[config.mk]
export PLATFORM = sky130hd
export DESIGN_NAME = fetch_unit
export DESIGN_NICKNAME = d
export VERILOG_FILES = /design/src/rtl/fetch_pkg.sv /design/src/rtl/if_id_reg.sv /design/src/rtl/fetch_unit.sv
export SDC_FILE = /design/constraint.sdc
export NUM_CORES = 1
export LEC_CHECK = 0
export ABC_CLOCK_PERIOD_IN_PS = 3000
export BUFFER_PORTS_ARGS = -buffer_cell sky130_fd_sc_hd__buf_2
export CAP_MARGIN = 15
export CORE_AREA = 2 2 114 172
export DETAILED_ROUTE_END_ITERATION = 16
export DIE_AREA = 0 0 116 174
export PLACE_DENSITY_LB_ADDON = 0.08
export SYNTH_ARGS = -nofsm -noshare
export SYNTH_HDL_FRONTEND = slang
export SYNTH_SLANG_ARGS = --single-unit
[constraint.sdc]
create_clock -name clk -period 3 [get_ports clk]
set_clock_uncertainty 0.15 [all_clocks]
set_input_delay 0.3 -clock clk [delete_from_list [all_inputs] [get_ports clk]]
set_output_delay 0.3 -clock clk [all_outputs]
set_load 0.005 [all_outputs]
[src/rtl/fetch_pkg.sv]
// Shared types and constants for the instruction-fetch stage and its consumers.
package fetch_pkg;

  typedef enum logic [1:0] {
    S_BOOT = 2'd0,
    S_REQ  = 2'd1,
    S_HOLD = 2'd2
  } state_e;

  // SLL r0,r0,0: the canonical bubble instruction
  localparam logic [31:0] NOP_WORD = 32'h0000_0000;

  localparam int OP_LSB  = 26;
  localparam int FUNCT_W = 6;

endpackage

[src/rtl/if_id_reg.sv]
// Pipeline register with flush > stall > load > bubble priority and NOP injection.
module if_id_reg
  import fetch_pkg::*;
#(
  parameter logic [31:0] NOP_INSTR = NOP_WORD
) (
  input  logic        clk,
  input  logic        rst_n,
  input  logic        flush_i,
  input  logic        stall_i,
  input  logic        load_i,
  input  logic [31:0] instr_i,
  input  logic [31:0] pc_plus4_i,
  output logic [31:0] instr_o,
  output logic [31:0] pc_plus4_o,
  output logic        valid_o,
  output logic        fetched_o,
  output logic        bubble_o
);

  logic [31:0] instr_q, instr_d;
  logic [31:0] pc4_q, pc4_d;
  logic        valid_q, valid_d;

  always_comb begin
    // NOTE: every output of this block gets a default first, so no path can infer a latch.
    instr_d   = instr_q;
    pc4_d     = pc4_q;
    valid_d   = valid_q;
    fetched_o = 1'b0;
    bubble_o  = 1'b0;
    if (flush_i) begin
      instr_d  = NOP_INSTR;
      valid_d  = 1'b0;
      bubble_o = 1'b1;
    end else if (!stall_i) begin
      if (load_i) begin
        instr_d   = instr_i;
        pc4_d     = pc_plus4_i;
        valid_d   = 1'b1;
        fetched_o = 1'b1;
      end else begin
        instr_d  = NOP_INSTR;
        valid_d  = 1'b0;
        bubble_o = 1'b1;
      end
    end
  end

  always_ff @(posedge clk or negedge rst_n) begin
    // NOTE: non-blocking so every flop samples pre-edge values regardless of block order.
    if (!rst_n) begin
      instr_q <= NOP_INSTR;
      pc4_q   <= '0;
      valid_q <= 1'b0;
    end else begin
      instr_q <= instr_d;
      pc4_q   <= pc4_d;
      valid_q <= valid_d;
    end
  end

  assign instr_o    = instr_q;
  assign pc_plus4_o = pc4_q;
  assign valid_o    = valid_q;

endmodule

[src/rtl/fetch_unit.sv]
// MIPS IF stage: PC, single-outstanding imem handshake, one-word stall buffer, redirect.
// Optional perf counters enabled by defining FETCH_PERF_CNT_EN.
module fetch_unit
  import fetch_pkg::*;
#(
  parameter logic [31:0] RESET_PC = 32'h0000_0000,
  parameter logic [31:0] NOP_WORD = fetch_pkg::NOP_WORD
) (
  input  logic        clk,
  input  logic        rst_n,
  input  logic        stall_f,
  input  logic        flush_d,
  input  logic        branch_taken,
  input  logic [31:0] branch_target,
  output logic        imem_req,
  output logic [31:0] imem_addr,
  input  logic        imem_ack,
  input  logic [31:0] imem_rdata,
  output logic [31:0] instr_d,
  output logic [5:0]  op_d,
  output logic [5:0]  funct_d,
  output logic [31:0] pc_plus4_d,
  output logic        valid_d,
  output logic [31:0] perf_fetched,
  output logic [31:0] perf_bubbles
);

  state_e      state_q, state_d;
  logic [31:0] pc_q, pc_d;
  logic        redir_pend_q, redir_pend_d;
  logic [31:0] redir_tgt_q, redir_tgt_d;
  logic [31:0] buf_instr_q, buf_instr_d;
  logic [31:0] buf_pc4_q, buf_pc4_d;
  logic        load, from_buf;
  logic        fetched_s, bubble_s;
  logic [31:0] pc_plus4;

  assign pc_plus4 = pc_q + 32'd4;

  always_comb begin
    state_d      = state_q;
    pc_d         = pc_q;
    redir_pend_d = redir_pend_q;
    redir_tgt_d  = redir_tgt_q;
    buf_instr_d  = buf_instr_q;
    buf_pc4_d    = buf_pc4_q;
    load         = 1'b0;
    from_buf     = 1'b0;
    case (state_q)
      S_BOOT: state_d = S_REQ;
      S_REQ: begin
        if (imem_ack) begin
          // A same-cycle branch is newer than any pending redirect
          if (branch_taken) begin
            pc_d         = branch_target;
            redir_pend_d = 1'b0;
          end else if (redir_pend_q) begin
            pc_d         = redir_tgt_q;
            redir_pend_d = 1'b0;
          end else begin
            pc_d = pc_plus4;
            if (stall_f) begin
              buf_instr_d = imem_rdata;
              buf_pc4_d   = pc_plus4;
              state_d     = S_HOLD;
            end else begin
              load = 1'b1;
            end
          end
        end else if (branch_taken) begin
          redir_pend_d = 1'b1;
          redir_tgt_d  = branch_target;
        end
      end
      S_HOLD: begin
        if (branch_taken) begin
          pc_d    = branch_target;
          state_d = S_REQ;
        end else if (!stall_f) begin
          load     = 1'b1;
          from_buf = 1'b1;
          state_d  = S_REQ;
        end
      end
      default: state_d = S_BOOT;
    endcase
  end

  always_ff @(posedge clk or negedge rst_n) begin
    if (!rst_n) begin
      state_q      <= S_BOOT;
      pc_q         <= RESET_PC;
      redir_pend_q <= 1'b0;
      redir_tgt_q  <= '0;
      buf_instr_q  <= NOP_WORD;
      buf_pc4_q    <= '0;
    end else begin
      state_q      <= state_d;
      pc_q         <= pc_d;
      redir_pend_q <= redir_pend_d;
      redir_tgt_q  <= redir_tgt_d;
      buf_instr_q  <= buf_instr_d;
      buf_pc4_q    <= buf_pc4_d;
    end
  end

  assign imem_req  = (state_q == S_REQ);
  assign imem_addr = pc_q;

  if_id_reg #(.NOP_INSTR(NOP_WORD)) u_if_id (
    .clk        (clk),
    .rst_n      (rst_n),
    .flush_i    (flush_d | branch_taken),
    .stall_i    (stall_f),
    .load_i     (load),
    .instr_i    (from_buf ? buf_instr_q : imem_rdata),
    .pc_plus4_i (from_buf ? buf_pc4_q : pc_plus4),
    .instr_o    (instr_d),
    .pc_plus4_o (pc_plus4_d),
    .valid_o    (valid_d),
    .fetched_o  (fetched_s),
    .bubble_o   (bubble_s)
  );

  assign op_d    = instr_d[31:OP_LSB];
  assign funct_d = instr_d[FUNCT_W-1:0];

`ifdef FETCH_PERF_CNT_EN
  logic [31:0] perf_fetched_q, perf_bubbles_q;

  always_ff @(posedge clk or negedge rst_n) begin
    if (!rst_n) begin
      perf_fetched_q <= '0;
      perf_bubbles_q <= '0;
    end else begin
      if (fetched_s) perf_fetched_q <= perf_fetched_q + 32'd1;
      if (bubble_s)  perf_bubbles_q <= perf_bubbles_q + 32'd1;
    end
  end

  assign perf_fetched = perf_fetched_q;
  assign perf_bubbles = perf_bubbles_q;
`else
  logic perf_unused;
  assign perf_unused  = fetched_s ^ bubble_s;
  assign perf_fetched = 32'h0;
  assign perf_bubbles = 32'h0;
`endif

endmodule

Word level (Yosys, flattened, before mapping)
Cells that the tools add are included.
Word-level totals
  memory bits (writable): 0
  memories: 0
  memory bits (read-only): 0
  register bits: 196
  latch bits: 0
Cells by class
  shift operators: 0
  multipliers: 0
  eq/ne operators: 9
  add/sub/neg operators: 1
  order comparisons: 0
  divide/modulo/power cells: 0
  reductions and logical operators: 9
  bitwise operators: 6
  mux-type cells: 29
Operator list (number)
  2-to-1 mux 32 bit: 9
  case mux 32 bit (2 select lines): 1
  adder 32 x 3 -> 32 bit, second input constant: 1
  2-to-1 mux 2 bit: 6
  2-to-1 mux 1 bit: 11
  AND reduction 5 bit: 2
  AND reduction 3 bit: 3
  != test 2 bit, second input constant: 4
  case mux 2 bit (3 select lines): 1
  NOT 1 bit: 5
  != test 2 x 1 -> 1 bit, second input constant: 2
  nonzero test 2 bit: 2
  != test 3 bit, second input constant: 1
  equality test 2 x 1 -> 1 bit, second input constant: 1
  equality test 2 bit, second input constant: 1
  logical NOT 2 bit: 1
  case mux 1 bit (2 select lines): 1
  AND reduction 2 bit: 1
  bitwise OR 1 bit: 1

Logic depth before layout (Yosys ltp)
Gate-level depths: netlist (run 1).
  word-level depth: 8
  depth in mapped cells: 10

By module
Synthesis (run 1) repeated with hierarchy kept, for this count alone.
Second synthesis, totals
  cells, all modules: 1071
  area, all modules: 10354.9 um^2
Modules (own cells, without submodules)
  fetch_unit: area an instance 7711.1 um^2, cells an instance 856, instances 1
  if_id_reg: area an instance 2643.8 um^2, cells an instance 215, instances 1

Least setup slack after synthesis (run 1)
Ideal clock, no wire load.
  kind: register -> register
  start point: reg state_q[1]
  end point: reg u_if_id.pc4_q[31], in the netlist u_if_id.pc_plus4_o[31]
  clock period less this slack: 2.206 ns
  data required time: 2.781 ns
  slack: 0.794 ns
  cell stages (with the launch flop): 9
  library setup time: 0.069 ns
  arrival: 1.987 ns
  cell sequence: dfrtp_1 -> inv_1 -> ha_1 -> clkbuf_1 -> a31oi_1 -> nand4bb_1 -> buf_2 -> or4_1 -> nand3_1
Between the ends
  cells in the longest elaborated chain, start to end: 3
  elaborated cells on any way between the ends: 6
  those cells by class: 2 x eq/ne; 3 x mux; 1 x reduce/logical
Ends and longest elaborated chain
  from (decl): line fetch_unit.sv:28  | state_e state_q, state_d;
  from (signal assigned): line fetch_unit.sv:98  | state_q <= state_d;
  equality test 2 x 1 -> 1 bit
  net imem_req: line fetch_unit.sv:15  | output logic imem_req,
  case mux 1 bit (2 select lines): line fetch_unit.sv:49  | case (state_q)
  AND reduction 3 bit (no source line)
  to (signal assigned): line if_id_reg.sv:58  | pc4_q <= pc4_d;
  to (decl): line if_id_reg.sv:22  | logic [31:0] pc4_q, pc4_d;
The timed path passes the listed nets, and every way through them passes these cells.
A chain may end at the register's enable or synchronous reset.

Final worst setup path (run 1)
  start point: reg state_q[0]
  end point: reg u_if_id.pc4_q[31], in the netlist u_if_id.pc_plus4_o[31]
Between the ends
  cells in the longest elaborated chain, start to end: 3
  elaborated cells on any way between the ends: 6
  those cells by class: 2 x eq/ne; 3 x mux; 1 x reduce/logical
Ends and longest elaborated chain (line)
  equality test 2 bit or equality test 2 x 1 -> 1 bit (tied branches): fetch_unit.sv:49
  case mux 1 bit (2 select lines) or 2-to-1 mux 1 bit (tied branches): fetch_unit.sv:49
  AND reduction 3 bit (no source line) or 2-to-1 mux 32 bit (tied branches)
Several ways; a longest one is shown, not always the timed one.

==> results.py, run 1 <==
metrics = {
    "layout": {
        "layout.nets": 1280,
        "antenna_cells": 0,
        "multiInputGateArea_mm2": 0.00443,
        "instances_no_fill": 1475,
        "seqCellArea_mm2": 0.00490,
        "fill_cells": 1599,
        "final_layout_size_suffix_gt1_share_pct": 26.3,
        "area_delta_synth_final_pct": 20.8,
        "final_core_util_pct": 64.1,
    },
    "synthesis": {
        "synth_area_leaders": "dfrtp_1 49%, mux2_2 8.0%, buf_4 6.0%",
        "syn_inst": 1001,
        "synth_area_leader_cell": "dfrtp_1",
        "yosysWarnings": 0,
        "ys_async_sr_fraction_pct": 100,
        "synth-compound-area-share_pct": 12.1,
        "synth_top_family_by_area": "simple AND/OR/NAND/NOR gates",
        "avgSynthCellArea_um2": 9.94,
        "synth-xor-area-share_pct": 1.67,
        "synth_simple_gate_area_share_pct": 15.1,
        "netlist_top_cells_count": "196 x dfrtp_1, 132 x nand2_1, 96 x o21ai_0",
        "yosysMostFrequentCell": "dfrtp_1",
        "syn_area_mm2": 0.00995,
        "synth-main-ff-cell": "dfrtp_1",
        "synthMuxAreaShare_pct": 12.2,
        "synth_enable_flop_cells": 0,
        "ys_seq_area_share_pct": 49.3,
        "ys_ff_latch": 196,
        "yosysTopAreaCellShare_pct": 49.3,
        "synthAdderAreaFrac_pct": 0.503,
        "synth_cell_types": 55,
    },
    "clock_network": {
        "cts_resized": 0,
        "clock_path_buffers": 2,
        "cts_sinks": 196,
        "post-cts-setup-buffer-count": 0,
        "clk_pin_slew_ns": 0.07,
        "root_buffer": "clkbuf_16",
        "cts_max_level": 4,
        "clk-insertion-delay-late_ns": 0.44,
        "cts_tree": "yes",
        "cts_made_buffers": 17,
    },
    "worst_hold_path": {
        "min_path_cells": 3,
        "hold_end": "redir_pend_q",
        "hp-class": "in2reg",
        "min-delay-start": "branch_taken",
    },
    "grt": {
        "grt_pass1_wl_mm": 39.3,
        "antenna_found_initial": 0,
        "globalRouteOverflowTotal": 0,
        "grt_start_max_net_pins": 70,
        "grtUsageTotal_pct": 24.8,
        "grt_pass1_vias": 7590,
    },
    "sta": {
        "setup_ws_ns": 0.515,
        "rsz0062_at_grt": "no",
        "finalCritPeriodShare_pct": 82.8,
        "slew_headroom_pct": 55.5,
        "final.min_clock_period_ns": 2.48,
        "tightest_slew_ns": 0.661,
        "hold_viol_final": 0,
        "setup_violations": 0,
        "setup_tns_ns": 0,
        "slew_violations": 0,
        "fmax_mhz": 402,
    },
    "worst_setup_path": {
        "r2r-end": "u_if_id.pc_plus4_o[31]",
        "reg2reg_slack_ns": 0.52,
        "critical_path_required_ns": 3.23,
        "crit_path_max_fanout": 21,
        "reg2reg_from": "state_q[0]",
        "crit_path_end_kind": "register",
        "startpoint_type": "register",
        "reg2reg_depth": 6,
        "critPathArrivalTime_ns": 2.71,
        "critPathKind": "reg2reg",
    },
    "floorplan": {
        "die_area_mm2": 0.0202,
        "die_w_um": 116,
        "die_y_um": 174,
        "rows": 62,
        "io_pins": 244,
        "core_area_mm2": 0.0188,
        "start_util_pct": 53.0,
    },
    "power": {
        "sw_frac_of_total_pct": 36.5,
        "power.internal_w": 0.00645,
        "vdd_ir_drop_max_uv": 430,
        "clkPwrFrac_pct": 21.5,
        "p_leak_nw": 5.95,
        "p_per_area_mw_per_mm2": 844,
        "power.switching_w": 0.00370,
        "seqPwrFrac_pct": 44.6,
        "combPwrFrac_pct": 33.9,
    },
    "placed_design": {
        "dp_slack_ns": 0.516,
        "dp_cells": 1377,
        "portBuffers": 179,
        "place_hpwl_mm": 17.0,
        "gp_congestion": 0.829,
    },
    "status": {
        "status": "completed",
    },
    "route": {
        "wl_mm": 24.3,
        "drc": 0,
        "drt_iter0_drc": 449,
        "routedWlPerCell_um": 16.5,
        "antenna_left": 0,
        "num_vias": 7753,
        "drtPass1Iterations": 4,
        "vias_per_cell": 5.26,
    },
    "job": {
        "max_cap_violations": 0,
    },
}
==> sequential cells by signal, summed over array words and instances (netlist names), 2 cells and up <==
register            cells
u_if_id.instr_o        32
u_if_id.pc_plus4_o     32
imem_addr              32
buf_pc4_q              32
buf_instr_q            32
redir_tgt_q            32
state_q                 2
==> routing by layer <==
metal,vias up,GRT usage (%),wire (um)
met2,225,41.6,12200
li1,3782,-,-
met4,0,9.23,553
met1,3712,31.6,10500
met5,-,0,0
met3,34,4.85,1050
==> worst max-delay path by stage <==
stage	from	to	slack, ns	depth (start not counted)
after floorplan	state_q[1]	u_if_id.pc_plus4_o[31]	0.79	8
after global placement	state_q[0]	u_if_id.pc_plus4_o[31]	0.62	6
after CTS	state_q[0]	u_if_id.pc_plus4_o[31]	0.52	6
final	state_q[0]	u_if_id.pc_plus4_o[31]	0.52	6
after detailed placement	state_q[0]	u_if_id.pc_plus4_o[31]	0.52	6
after global routing	state_q[0]	u_if_id.pc_plus4_o[31]	0.31	6
==> through the flow <==
stage	hold WS (ns)	cell area [um^2]	total power [W]
global placement	0.153	10800	0.00783
global route	0.144	12000	0.0109
finish	0.114	12000	0.0101
floorplan	-0.146	10200	0.00668
detailed placement	0.156	10800	0.00795
CTS	0.0932	12000	0.0102
==> repair_timing <==
action / in CTS / in global routing
setup endpoints to repair: 0 / 0
hold buffers: 66 / 0
hold endpoints to repair: 123 / 0
==> critical path, stage by stage (launching register included) <==
cell and delay (ns):
dfrtp_1 0.40, inv_1 0.10, ha_1 0.40, a31oi_1 0.16, nand4bb_4 0.51, or4_1 0.61
nand3_1 0.09
==> cell usage in the layout (no fill, tap or decap), types with 30 or more instances in the layout <==
cell type / count
buf_2: 178
dlygate4sd3_1: 66
nand2_1: 130
mux2_2: 71
nor2_1: 41
mux2i_1: 41
o21ai_0: 96
conb_1: 64
nand3_1: 30
a21oi_1: 48
dfrtp_1: 196
==> power groups by stage <==
stage                     sequential [W]  clock [W]  combinational [W]
after CTS                        0.00451    0.00224            0.00346
final                            0.00452    0.00218            0.00344
after detailed placement         0.00457          0            0.00339
after global placement           0.00452          0            0.00331
after floorplan                  0.00432          0            0.00236
after global routing             0.00467    0.00234            0.00385
==> logic make-up (layout without fill, tap and decap cells) <==
logic type      count (synthesis)  in the layout
flops                         196            196
fa+ha+maj                       4              4
simple gates                  304            304
buf+inv                       155            310
other cells                     1             64
mux                           112            112
xor+xnor                       19             19
compound gates                210            210
==> final cells by class <==
| cell class | count | area share, % |
|---|---|---|
| clock buffer | 17 | 3.54 |
| tap | 256 | 2.66 |
| inverter | 12 | 0.375 |
| timing repair buffer | 266 | 14.7 |
| multi-input combinational | 713 | 36.8 |
| clock inverter | 15 | 1.09 |
| sequential | 196 | 40.8 |
No activity file was read; power rests on OpenSTA's default activity.
==> inputs of run 2 (changes only) <==
--- a/config.mk
+++ b/config.mk
@@ -5,12 +5,12 @@
 export SDC_FILE = /design/constraint.sdc
 export NUM_CORES = 1
 export LEC_CHECK = 0
-export ABC_CLOCK_PERIOD_IN_PS = 3000
+export ABC_CLOCK_PERIOD_IN_PS = 2270
 export BUFFER_PORTS_ARGS = -buffer_cell sky130_fd_sc_hd__buf_2
 export CAP_MARGIN = 15
-export CORE_AREA = 2 2 114 172
+export CORE_AREA = 2 2 120 180
 export DETAILED_ROUTE_END_ITERATION = 16
-export DIE_AREA = 0 0 116 174
+export DIE_AREA = 0 0 122 182
 export PLACE_DENSITY_LB_ADDON = 0.08
 export SYNTH_ARGS = -nofsm -noshare
 export SYNTH_HDL_FRONTEND = slang
==> constraint.sdc (replaced) <==
create_clock -name clk -period 2.27 [get_ports clk]
set_clock_uncertainty 0.15 [all_clocks]
set_input_delay 0.227 -clock clk [delete_from_list [all_inputs] [get_ports clk]]
set_output_delay 0.227 -clock clk [all_outputs]
set_load 0.005 [all_outputs]
==> run 2 against run 1 <==
Clock power increased by 50%. Critical path depth down 1. Die area is 10% higher. Sequential share of layout area is 1.4 points lower. Setup slack worse by 0.39 ns. Register-to-register slack got worse by 0.39 ns. Routed wire length is 3.0% higher. Critical path type unchanged. Highest routed layer unchanged.
==> results.py, run 2 (synthesized netlist as in run 1, its figures left out) <==
metrics = {
    "grt": {
        "grt_pass1_wl_mm": 39.7,
        "use_met2_pct": 39.0,
        "gr-usage-met3_pct": 4.02,
        "globalRouteOverflowTotal": 0,
        "antenna_found_initial": 0,
        "grtUsageTotal_pct": 23.0,
        "global_route.usage.met1_pct": 29.5,
        "gr-max-usage-layer": "met2",
        "grt_pass1_vias": 7584,
        "grt_start_max_net_pins": 64,
    },
    "sta": {
        "setup_tns_ns": 0,
        "slew_violations": 0,
        "fmax_mhz": 467,
        "finalCritPeriodShare_pct": 94.4,
        "hold_viol_final": 0,
        "setup_violations": 0,
        "rsz0062_at_grt": "no",
        "final.min_clock_period_ns": 2.14,
        "slew_headroom_pct": 63.1,
        "tightest_slew_ns": 0.553,
    },
    "power": {
        "p_leak_nw": 6.20,
        "power.internal_w": 0.00914,
        "clkPwrFrac_pct": 23.3,
        "seqPwrFrac_pct": 41.3,
        "vdd_ir_drop_max_uv": 606,
        "p_per_area_mw_per_mm2": 1130,
        "power.switching_w": 0.00496,
        "sw_frac_of_total_pct": 35.2,
        "combPwrFrac_pct": 35.4,
    },
    "floorplan": {
        "die_y_um": 182,
        "die_w_um": 122,
        "core_area_mm2": 0.0207,
        "start_util_pct": 48.0,
        "die_area_mm2": 0.0222,
        "io_pins": 244,
        "rows": 65,
    },
    "route": {
        "antenna_left": 0,
        "vias_per_cell": 5.23,
        "drt_iter0_drc": 417,
        "num_vias": 7973,
        "drc": 0,
        "drtPass1Iterations": 7,
        "routedWlPerCell_um": 16.4,
        "wl_mm": 25.0,
    },
    "status": {
        "status": "completed",
    },
    "layout": {
        "seqCellArea_mm2": 0.00491,
        "final_layout_size_suffix_gt1_share_pct": 28.7,
        "fill_cells": 1825,
        "multiInputGateArea_mm2": 0.00443,
        "antenna_cells": 0,
        "most-common-layout-cells": "195 x dfrtp_1, 178 x buf_2, 129 x nand2_1",
        "instances_no_fill": 1524,
        "final_common_cell": "dfrtp_1",
        "area_delta_synth_final_pct": 25.2,
        "layout.nets": 1317,
    },
    "worst_setup_path": {
        "crit_path_max_fanout": 9,
        "crit_path_max_incr_delay_ns": 0.47,
        "worstPathCellList": "and4_1 > nand4_4 > or3_1 > o31a_1 > o22ai_1",
        "critical_path_required_ns": 2.48,
        "critPathKind": "reg2reg",
        "crit_path_end_kind": "register",
        "startpoint_type": "register",
        "crit_slowest_cell": "dfrtp_1",
        "critPathArrivalTime_ns": 2.35,
        "reg2reg_slack_ns": 0.13,
    },
    "placed_design": {
        "gp_congestion": 0.868,
        "place_hpwl_mm": 17.8,
        "portBuffers": 179,
        "dp_cells": 1424,
    },
    "job": {
        "max_cap_violations": 0,
    },
    "clock_network": {
        "cts_sinks": 196,
        "root_buffer": "clkbuf_16",
        "cts_tree": "yes",
        "clock_path_buffers": 2,
        "cts_max_level": 4,
        "cts_made_buffers": 17,
        "clk-insertion-delay-late_ns": 0.44,
        "clk_pin_slew_ns": 0.07,
    },
    "worst_hold_path": {
        "hp-class": "in2reg",
    },
}
-- run 2: changes by cell type in the layout (fill, tap and decap cells not counted), moves of 3 or more --
cell | before | now
buf_12 | 4 | 8
buf_4 | 17 | 49
bufinv_16 | 1 | 4
clkinv_2 | 5 | 1
clkinvlp_4 | 4 | 1
-- run 2: worst paths after layout --
kind	startpoint	end	depth (start not counted)
min in group asynchronous	rst_n	buf_instr_q[5]	2
setup reg to reg	imem_addr[10]	imem_addr[26]	5
hold / removal	branch_taken	redir_pend_q	3
hold reg to reg	u_if_id.instr_o[24]	u_if_id.instr_o[24]	2
max in group asynchronous	rst_n	buf_instr_q[28]	3
setup / recovery	imem_addr[10]	imem_addr[26]	5
-- run 2: metrics by stage --
stage          setup slack [ns]  hold WS [ns]  utilization, %  instance area [um^2]  total power [W]
4_1_cts                  0.0351        0.0223            60.0                 12400           0.0142
3_3_place_gp              0.107         0.121            53.7                 11100           0.0107
2_1_floorplan            0.0640        -0.219               -                 10200          0.00883
3_5_place_dp             0.0371         0.120            53.7                 11100           0.0108
5_1_grt                 0.00472        0.0526            60.1                 12500           0.0151
6_report                  0.128        0.0498            60.1                 12500           0.0141
-- run 2: routing by layer --
metal	up-vias	share of wire, %
met3	34	4.8
met4	0	2.0
li1	3871	-
met1	3842	43
met2	226	51
met5	-	0
-- run 2: final cells by class --
type	count	area share, %
clock buffers	19	3.55
clock inverters	13	1.58
inverters	12	0.361
flip-flops and latches	196	39.4
well taps	268	2.69
multi-input cells	713	35.6
repair buffers	303	16.9
-- run 2: power groups by stage --
stage	sequential, W	clock (W)	combinational (W)
3_5_place_dp	0.00589	0	0.00494
2_1_floorplan	0.00571	0	0.00312
5_1_grt	0.00601	0.00348	0.00558
3_3_place_gp	0.00583	0	0.00485
4_1_cts	0.00582	0.00336	0.00504
6_report	0.00582	0.00328	0.00499
-- run 2: repair_timing --
item,4_1_cts,5_1_grt
hold endpoints to repair,172,0
hold buffers,66,0
gates resized for setup,0,5
setup buffers,0,2
setup endpoints to repair,0,75
-- run 2: critical path: cells and delay by family (launching register included) --
kind	cells	cell delay, ns
flip-flops	1	0.47
AO/OA/AOI/OAI	2	0.43
AND/OR/NAND/NOR	3	1.01
